`src/rtl/axis_packet_gen.sv`:
```
// AXI-Stream test-pattern source: a run of fixed-length packets whose 32-bit lanes carry a beat sequence count.
// Optional inter-packet gap insertion is enabled by defining AXIS_PACKET_GEN_GAP_EN.
`timescale 1ns/1ps

module axis_packet_gen #(
    parameter int unsigned DW = 512
) (
    input  logic            clk,
    input  logic            resetn,
    input  logic            START,
    input  logic [31:0]     NUM_PACKETS,
    input  logic [15:0]     BEATS_PER_PACKET,
`ifdef AXIS_PACKET_GEN_GAP_EN
    input  logic [15:0]     GAP_CYCLES,
`endif
    output logic            BUSY,
    output logic            DONE,
    output logic [DW-1:0]   AXIS_OUT_TDATA,
    output logic [DW/8-1:0] AXIS_OUT_TKEEP,
    output logic            AXIS_OUT_TLAST,
    output logic            AXIS_OUT_TVALID,
    input  logic            AXIS_OUT_TREADY
);

    localparam int unsigned LANES = DW / 32;
    localparam int unsigned KW    = DW / 8;

`ifdef AXIS_PACKET_GEN_GAP_EN
    typedef enum logic [1:0] {
        S_IDLE   = 2'd0,
        S_SEND   = 2'd1,
        S_FINISH = 2'd2,
        S_GAP    = 2'd3
    } state_t;
`else
    typedef enum logic [1:0] {
        S_IDLE   = 2'd0,
        S_SEND   = 2'd1,
        S_FINISH = 2'd2
    } state_t;
`endif

    state_t      state;
    logic        busy_q;
    logic        done_q;
    logic        tvalid_q;
    logic        tlast_q;
    logic [31:0] seq_q;
    logic [15:0] beat_idx;
    logic [15:0] beats_cfg;
    logic [31:0] pkts_left;
`ifdef AXIS_PACKET_GEN_GAP_EN
    logic [15:0] gap_cfg;
    logic [15:0] gap_cnt;
`endif

    logic hs_c;

    // Handshake is qualified by resetn so nothing is consumed while in reset.
    assign hs_c = tvalid_q & AXIS_OUT_TREADY & resetn;

    // Run controller: configuration capture, beat/packet counting and completion.
    always_ff @(posedge clk) begin
        if (!resetn) begin
            state     <= S_IDLE;
            busy_q    <= 1'b0;
            done_q    <= 1'b0;
            tvalid_q  <= 1'b0;
            tlast_q   <= 1'b0;
            seq_q     <= 32'd0;
            beat_idx  <= 16'd0;
            beats_cfg <= 16'd1;
            pkts_left <= 32'd0;
`ifdef AXIS_PACKET_GEN_GAP_EN
            gap_cfg   <= 16'd0;
            gap_cnt   <= 16'd0;
`endif
        end else begin
            done_q <= 1'b0;
            case (state)
                S_IDLE: begin
                    if (START) begin
                        pkts_left <= NUM_PACKETS;
                        beats_cfg <= (BEATS_PER_PACKET == 16'd0) ? 16'd1 : BEATS_PER_PACKET;
`ifdef AXIS_PACKET_GEN_GAP_EN
                        gap_cfg   <= GAP_CYCLES;
`endif
                        busy_q    <= 1'b1;
                        seq_q     <= 32'd0;
                        beat_idx  <= 16'd0;
                        if (NUM_PACKETS == 32'd0) begin
                            state <= S_FINISH;
                        end else begin
                            state    <= S_SEND;
                            tvalid_q <= 1'b1;
                            tlast_q  <= (BEATS_PER_PACKET <= 16'd1);
                        end
                    end
                end

                S_SEND: begin
                    if (hs_c) begin
                        seq_q <= seq_q + 32'd1;
                        if (tlast_q) begin
                            pkts_left <= pkts_left - 32'd1;
                            beat_idx  <= 16'd0;
                            if (pkts_left == 32'd1) begin
                                state    <= S_FINISH;
                                tvalid_q <= 1'b0;
                                tlast_q  <= 1'b0;
`ifdef AXIS_PACKET_GEN_GAP_EN
                            end else if (gap_cfg != 16'd0) begin
                                state    <= S_GAP;
                                gap_cnt  <= gap_cfg;
                                tvalid_q <= 1'b0;
                                tlast_q  <= 1'b0;
`endif
                            end else begin
                                tlast_q <= (beats_cfg == 16'd1);
                            end
                        end else begin
                            beat_idx <= beat_idx + 16'd1;
                            // Next beat is the last when beat_idx+1 == beats_cfg-1.
                            tlast_q  <= ({1'b0, beat_idx} + 17'd2 == {1'b0, beats_cfg});
                        end
                    end
                end

`ifdef AXIS_PACKET_GEN_GAP_EN
                S_GAP: begin
                    gap_cnt <= gap_cnt - 16'd1;
                    if (gap_cnt == 16'd1) begin
                        state    <= S_SEND;
                        tvalid_q <= 1'b1;
                        tlast_q  <= (beats_cfg == 16'd1);
                    end
                end
`endif

                S_FINISH: begin
                    done_q <= 1'b1;
                    busy_q <= 1'b0;
                    state  <= S_IDLE;
                end

                default: begin
                    state    <= S_IDLE;
                    busy_q   <= 1'b0;
                    tvalid_q <= 1'b0;
                    tlast_q  <= 1'b0;
                end
            endcase
        end
    end

    assign BUSY            = busy_q;
    assign DONE            = done_q;
    assign AXIS_OUT_TDATA  = {LANES{seq_q}};
    assign AXIS_OUT_TKEEP  = {KW{1'b1}};
    assign AXIS_OUT_TLAST  = tlast_q;
    assign AXIS_OUT_TVALID = tvalid_q & resetn;

endmodule

```
`config.mk`:
```
export PLATFORM = sky130hd
export DESIGN_NAME = axis_packet_gen
export DESIGN_NICKNAME = d
export VERILOG_FILES = /design/src/rtl/axis_packet_gen.sv
export SDC_FILE = /design/constraint.sdc
export NUM_CORES = 1
export LEC_CHECK = 0
export BUFFER_PORTS_ARGS = -buffer_cell sky130_fd_sc_hd__buf_2
export CORE_AREA = 3 3 245 247
export CTS_BUF_LIST = sky130_fd_sc_hd__clkbuf_4 sky130_fd_sc_hd__clkbuf_8
export CTS_CLUSTER_SIZE = 40
export DETAILED_ROUTE_END_ITERATION = 10
export DIE_AREA = 0 0 248 250
export HOLD_SLACK_MARGIN = 0.15
export SLEW_MARGIN = 25
export SYNTH_ARGS = -nofsm -noshare
export SYNTH_HDL_FRONTEND = slang
export SYNTH_SLANG_ARGS = --single-unit
```
`constraint.sdc`:
```
create_clock -name clk -period 5.7 [get_ports clk]
set_input_delay 1.71 -clock clk [delete_from_list [all_inputs] [get_ports clk]]
set_output_delay 1.71 -clock clk [all_outputs]
set_load 0.02 [all_outputs]
```
==> impl_metrics.json, run 1 <==
{
  "status": "complete, no violations",
  "rows": 88,
  "relSlewSlack": 0.296,
  "wl_um": 29800,
  "fillCellCount": 6537,
  "cp_common_cell": "buf_2",
  "finalNetCount": 1354,
  "crit_family": "buffers and inverters",
  "ys_ff_latch": 102,
  "clock_sinks": 102,
  "synth_top_cell_by_area": "buf_4",
  "track_usage": 0.0878,
  "place.gp.congestion": 0.795,
  "overflow": 0,
  "synth_top_area_share": 0.426,
  "worstSetupPathType": "in2out",
  "crit_arrival_ns": 2.41,
  "end_kind": "primary output",
  "min_path_type": "reg2reg",
  "vias": 7524,
  "drt-pass1-iter-count": 5,
  "design.die.area_mm2": 0.0620,
  "ir_drop_mv": 0.154,
  "synth-edff-count": 0,
  "critPathLaunchType": "input port",
  "synthDistinctLibCells": 61,
  "p_total_w": 0.00158,
  "drive_above_1_share": 0.469,
  "grt_max_degree": 59,
  "slew_violations": 0,
  "max_stage_delay_ns": 0.26,
  "cts-hold-fix-buffers": 0,
  "fmax_ghz": 0.243,
  "cts_made_buffers": 9,
  "hp-start": "BUSY",
  "area_growth_pct": 0.823,
  "coreArea_mm2": 0.0578,
  "finClkSkew_ns": 0.0255,
  "post_cts_resized": 0,
  "root_buffer": "clkbuf_8",
  "fin_setup_tns_ns": 0,
  "cp_cell_sequence": "buf_2, buf_4, and2_1, buf_2",
  "pin_count": 632,
  "r2r_slack_ns": 2.77,
  "worst-slew-pin-transition_ns": 1.05,
  "drt_drc_violations_left": 0,
  "r2r-start": "state[0]",
  "clkLatencyLatePin_ns": 0.40,
  "layout_commonest_cell": "buf_2",
  "final_cell_mix": "567 x buf_2, 102 x dfxtp_1, 81 x nor2_1, 64 x conb_1, 60 x o21ai_0",
  "grt_pass1_vias": 6282,
  "crit_fanout": 28,
  "post-route-period-util": 0.723,
  "yosys-top-cells-area": "buf_4 43%, dfxtp_1 21%, o21ai_0 3.2%",
  "cp-startpoint": "resetn",
  "rsz0062_at_grt": "false",
  "cts_post_setup_buffers_inserted": 0,
  "cp.buffers_inverters": 3,
  "syn_area_mm2": 0.00958,
  "period_needed_ns": 4.12,
  "crit_slowest_cell": "buf_4",
  "cts_max_level": 3,
  "yosysSeqAreaShare": 0.213,
  "first_iter_violations": 474,
  "grt_pass1_wl_um": 42000,
  "post-dp-hpwl_um": 23100,
  "routedWlPerCell_um": 14.4,
  "clockBufferDepth": 2,
  "diodes": 0,
  "synthCells": 1229,
  "syn_area_per_cell_um2": 7.80,
  "cp_data_required_time_ns": 3.99,
  "final_util": 0.167,
  "cts_tree": "built",
  "clkTransAtPathRegs_ns": 0.12,
  "dieHeight_um": 250,
  "power_density_mw_per_mm2": 164,
  "power_leakage_nw": 5.34,
  "async_flop_share": 0,
  "die_w_um": 248,
  "start_util": 0.166,
  "yosysWarnings": 0,
  "vias_per_cell": 3.64,
  "ant_nets": 0,
  "synth_flop_cell": "dfxtp_1",
  "hold_viol": 0,
  "max-cap-violations": 0,
  "setup_viol": 0,
  "grt_antenna_before_repair": 1,
  "hold_slack_ns": 0.463,
  "port_buffers": 567
}
[layer usage]
metal	global-route usage	part of all wire	vias to the layer above
met3	0.0113	0.055	17
li1	-	-	3654
met2	0.156	0.50	339
met4	0.0152	0.0086	0
met1	0.114	0.43	3514
met5	0	0	-
[flip-flops by register name, indices dropped and copies added, names as in the netlist, 2 cells and up]
register   cells
beats_cfg     16
beat_idx      16
seq_q         32
pkts_left     32
state          2
[stage by stage]
step	setup slack, ns	cell area [um^2]	std cells
6_report	1.58	9660	2067
5_1_grt	1.53	9660	2067
4_1_cts	1.58	9660	2067
3_5_place_dp	1.54	9460	2051
3_3_place_gp	1.59	9460	2051
2_1_floorplan	1.55	9820	1292
[path summary, 6_finish.rpt]
path	end	depth (start not counted)
worst max-delay path	AXIS_OUT_TVALID	4
worst min-delay path	BUSY	2
worst max register to register	seq_q[31]	7
worst min register to register	BUSY	2
[synthesized netlist by cell type, types with 6 or more instances]
cell and n:
a21oi_1 27, a22o_1 26, a22oi_1 10, a31oi_1 6, and2_1 7, and3_1 6, buf_4 544, clkbuf_1 38
dfxtp_1 102, inv_1 15, nand2_1 56, nand3_1 21, nand4_1 26, nor2_1 81, nor2b_1 7, nor3_1 21
nor4_1 24, o21ai_0 61, o2bb2ai_1 10, or3_1 10, xnor2_1 24, xor2_1 31
[cell families (layout without fill, tap and decap cells)]
group                      after synthesis  in the layout  synth area share
muxes                                    2              2           0.00209
adders and majority gates                5              5           0.00653
buffers and inverters                  598            608             0.448
and+or+nand+nor                        296            296             0.163
xor gates and xnor gates                55             55            0.0503
other                                    1             64          0.000391
AOI/OAI and AO/OA                      170            170             0.116
DFF                                    102            102             0.213
[report_power, final]
group | leakage (nW) | switching, W | internal (W)
clock network | 0.0975 | 0.000310 | 0.000178
logic | 4.41 | 0.000210 | 0.000110
registers | 0.829 | 0.0000351 | 0.000741
total | 5.34 | 0.000555 | 0.00103
[area by class of cell]
class	count	area, um^2	share of cell area
clock buffers	10	131	0.0136
clock inverters	6	63.8	0.00661
inverters	15	56.3	0.00583
multi-input cells	592	3500	0.362
flip-flops and latches	102	2040	0.211
well taps	765	957	0.0991
repair buffers	577	2910	0.302
[tightest hold or removal path: cells and delay by family (launching register included)]
family / cells / cell delay [ns]
AOI/OAI and AO/OA: 1 / 0.05
buffers and inverters: 1 / 0.05
DFF: 1 / 0.33
Note: power is estimated with default switching activity, not from simulation.
==> inputs of run 2 (changes only) <==
- ABC_AREA: unset -> 1
- CORE_AREA: 3 3 245 247 -> 3 3 243 245
- DIE_AREA: 0 0 248 250 -> 0 0 246 248
- clock period: 5.7 -> 3.3 ns (I/O delays scaled with it)
==> run 2 against run 1 <==
Clock skew is 0.011 ns lower. Die area is 1.6% lower. Synthesized area is 6.3% higher. Routed wire length is 9.3% higher. Clock-buffer cell count is 1 lower. Register-to-register slack worse by 1.8 ns. Worst setup slack worse by 0.84 ns. Highest routed layer unchanged. Clock power is 81% higher. Synthesized cell count is 21% higher. Flip-flop and latch count stayed put.
==> impl_metrics.json, run 2 <==
{
  "status": "complete, no violations",
  "yosysWarnings": 0,
  "drt_drc_violations_left": 0,
  "fillCellCount": 6536,
  "cp_data_required_time_ns": 2.31,
  "coreArea_mm2": 0.0574,
  "synth-edff-count": 0,
  "worst-slew-pin-transition_ns": 0.803,
  "crit_arrival_ns": 1.57,
  "place.gp.congestion": 0.847,
  "clockBufferDepth": 2,
  "drive_above_1_share": 0.411,
  "wl_um": 32500,
  "synth_top_cell_by_area": "buf_4",
  "rsz0062_at_grt": "false",
  "overflow": 0,
  "setup_slack_ns": 0.736,
  "slew_violations": 0,
  "first_iter_violations": 541,
  "yosysSeqAreaShare": 0.201,
  "cts_made_buffers": 9,
  "synth_flop_cell": "dfxtp_1",
  "max-cap-violations": 0,
  "grt_max_degree": 37,
  "cts_post_setup_buffers_inserted": 0,
  "hold_viol": 0,
  "ant_nets": 0,
  "final_cell_mix": "567 x buf_2, 209 x nand2_1, 131 x inv_1, 121 x nor2_1, 102 x dfxtp_1",
  "diodes": 0,
  "cts-hold-fix-buffers": 0,
  "dieHeight_um": 248,
  "rows": 88,
  "synth_commonest_cells": "545 x buf_4, 209 x nand2_1, 131 x inv_1, 121 x nor2_1, 102 x dfxtp_1",
  "power_leakage_nw": 6.03,
  "routedWlPerCell_um": 13.8,
  "post-dp-hpwl_um": 26100,
  "clkTransAtPathRegs_ns": 0.11,
  "cts_tree": "built",
  "finalNetCount": 1648,
  "fmax_ghz": 0.390,
  "cp_cell_sequence": "buf_2",
  "relSlewSlack": 0.464,
  "yosysMostFrequentCell": "buf_4",
  "port_buffers": 567,
  "power_density_mw_per_mm2": 423,
  "crit_family": "flip-flops",
  "setup_viol": 0,
  "syn_area_per_cell_um2": 6.84,
  "async_flop_share": 0,
  "syn_area_mm2": 0.0102,
  "grt_pass1_wl_um": 44200,
  "end_kind": "primary output",
  "critPathLaunchType": "flip-flop",
  "min_path_type": "reg2reg",
  "track_usage": 0.0958,
  "ys_ff_latch": 102,
  "drt-pass1-iter-count": 5,
  "post-route-period-util": 0.777,
  "vias": 8621,
  "top_regs": "pkts_left x32, seq_q x32",
  "synthCells": 1488,
  "root_buffer": "clkbuf_8",
  "cp.buffers_inverters": 1,
  "place_ws_ns": 0.588,
  "start_util": 0.177,
  "ir_drop_mv": 0.250,
  "yosys-top-cells-area": "buf_4 40%, dfxtp_1 20%, nand2_1 7.7%",
  "finClkSkew_ns": 0.0148,
  "period_needed_ns": 2.56,
  "synth_top_area_share": 0.402,
  "max_stage_delay_ns": 0.85,
  "crit_slowest_cell": "dfxtp_1",
  "clock_sinks": 102,
  "cts_max_level": 3,
  "grt_pass1_vias": 6992,
  "vias_per_cell": 3.65,
  "die_w_um": 246,
  "layout_commonest_cell": "buf_2",
  "p_total_w": 0.00441,
  "pin_count": 632,
  "worstSetupPathType": "reg2out",
  "grt_antenna_before_repair": 1,
  "post_cts_resized": 0,
  "fin_setup_tns_ns": 0,
  "synthDistinctLibCells": 48,
  "clkLatencyLatePin_ns": 0.41,
  "area_growth_pct": 2.54,
  "design.die.area_mm2": 0.0610,
  "crit_fanout": 20
}
-- run 2: cell count changes after synthesis, sizes merged, moves of 27 or more --
| cell | change |
|---|---|
| clkbuf | -27 |
| nand2 | +164 |
| a21oi | +34 |
| nor2 | +55 |
| nand3 | +34 |
| inv | +121 |
-- run 2: per-stage QoR --
step	hold WS (ns)	instances	cell area (um^2)	utilization
2_1_floorplan	0.434	1551	10400	-
3_3_place_gp	0.454	2345	10200	0.178
3_5_place_dp	0.456	2345	10200	0.178
4_1_cts	0.473	2361	10400	0.182
5_1_grt	0.533	2361	10400	0.182
6_report	0.470	2361	10400	0.182
-- run 2: logic make-up after synthesis --
logic type      share of synthesized area
simple gates                        0.213
fa+ha+maj                         0.00614
flops                               0.201
compound gates                      0.101
buf+inv                             0.463
xor+xnor                           0.0172
other cells                      0.000368
-- run 2: final cells by class --
| cell class | instances | area (um^2) | share of cell area |
|---|---|---|---|
| Clock inverter | 7 | 86.3 | 0.00827 |
| Timing Repair Buffer | 596 | 3060 | 0.293 |
| Inverter | 136 | 510 | 0.0489 |
| Clock buffer | 9 | 124 | 0.0119 |
| Multi-Input combinational cell | 746 | 3670 | 0.351 |
| Sequential cell | 102 | 2040 | 0.196 |
| Tap cell | 765 | 957 | 0.0917 |
-- run 2: routing by layer --
layer,routed length (um),vias to the layer above,global-route usage,part of all wire
met5,0,-,0,0
met1,13600,3960,0.119,0.42
met3,1750,10,0.0133,0.054
met4,147,0,0.0123,0.0045
met2,17000,339,0.179,0.52
li1,-,4312,-,-
-- run 2: power breakdown --
part           switching, W  total [W]  internal [W]  leakage (nW)
combinational       0.00134    0.00193      0.000589          5.09
sequential         0.000171    0.00160       0.00143         0.831
clock              0.000515   0.000883      0.000368         0.104
-- run 2: path summary, 6_finish.rpt --
check | startpoint | end | slack, ns | depth (start not counted)
max | seq_q[6] | AXIS_OUT_TDATA[358] | 0.74 | 1
min | pkts_left[29] | pkts_left[29] | 0.47 | 2
max reg2reg | seq_q[22] | seq_q[26] | 1.01 | 8
min reg2reg | pkts_left[29] | pkts_left[29] | 0.47 | 2
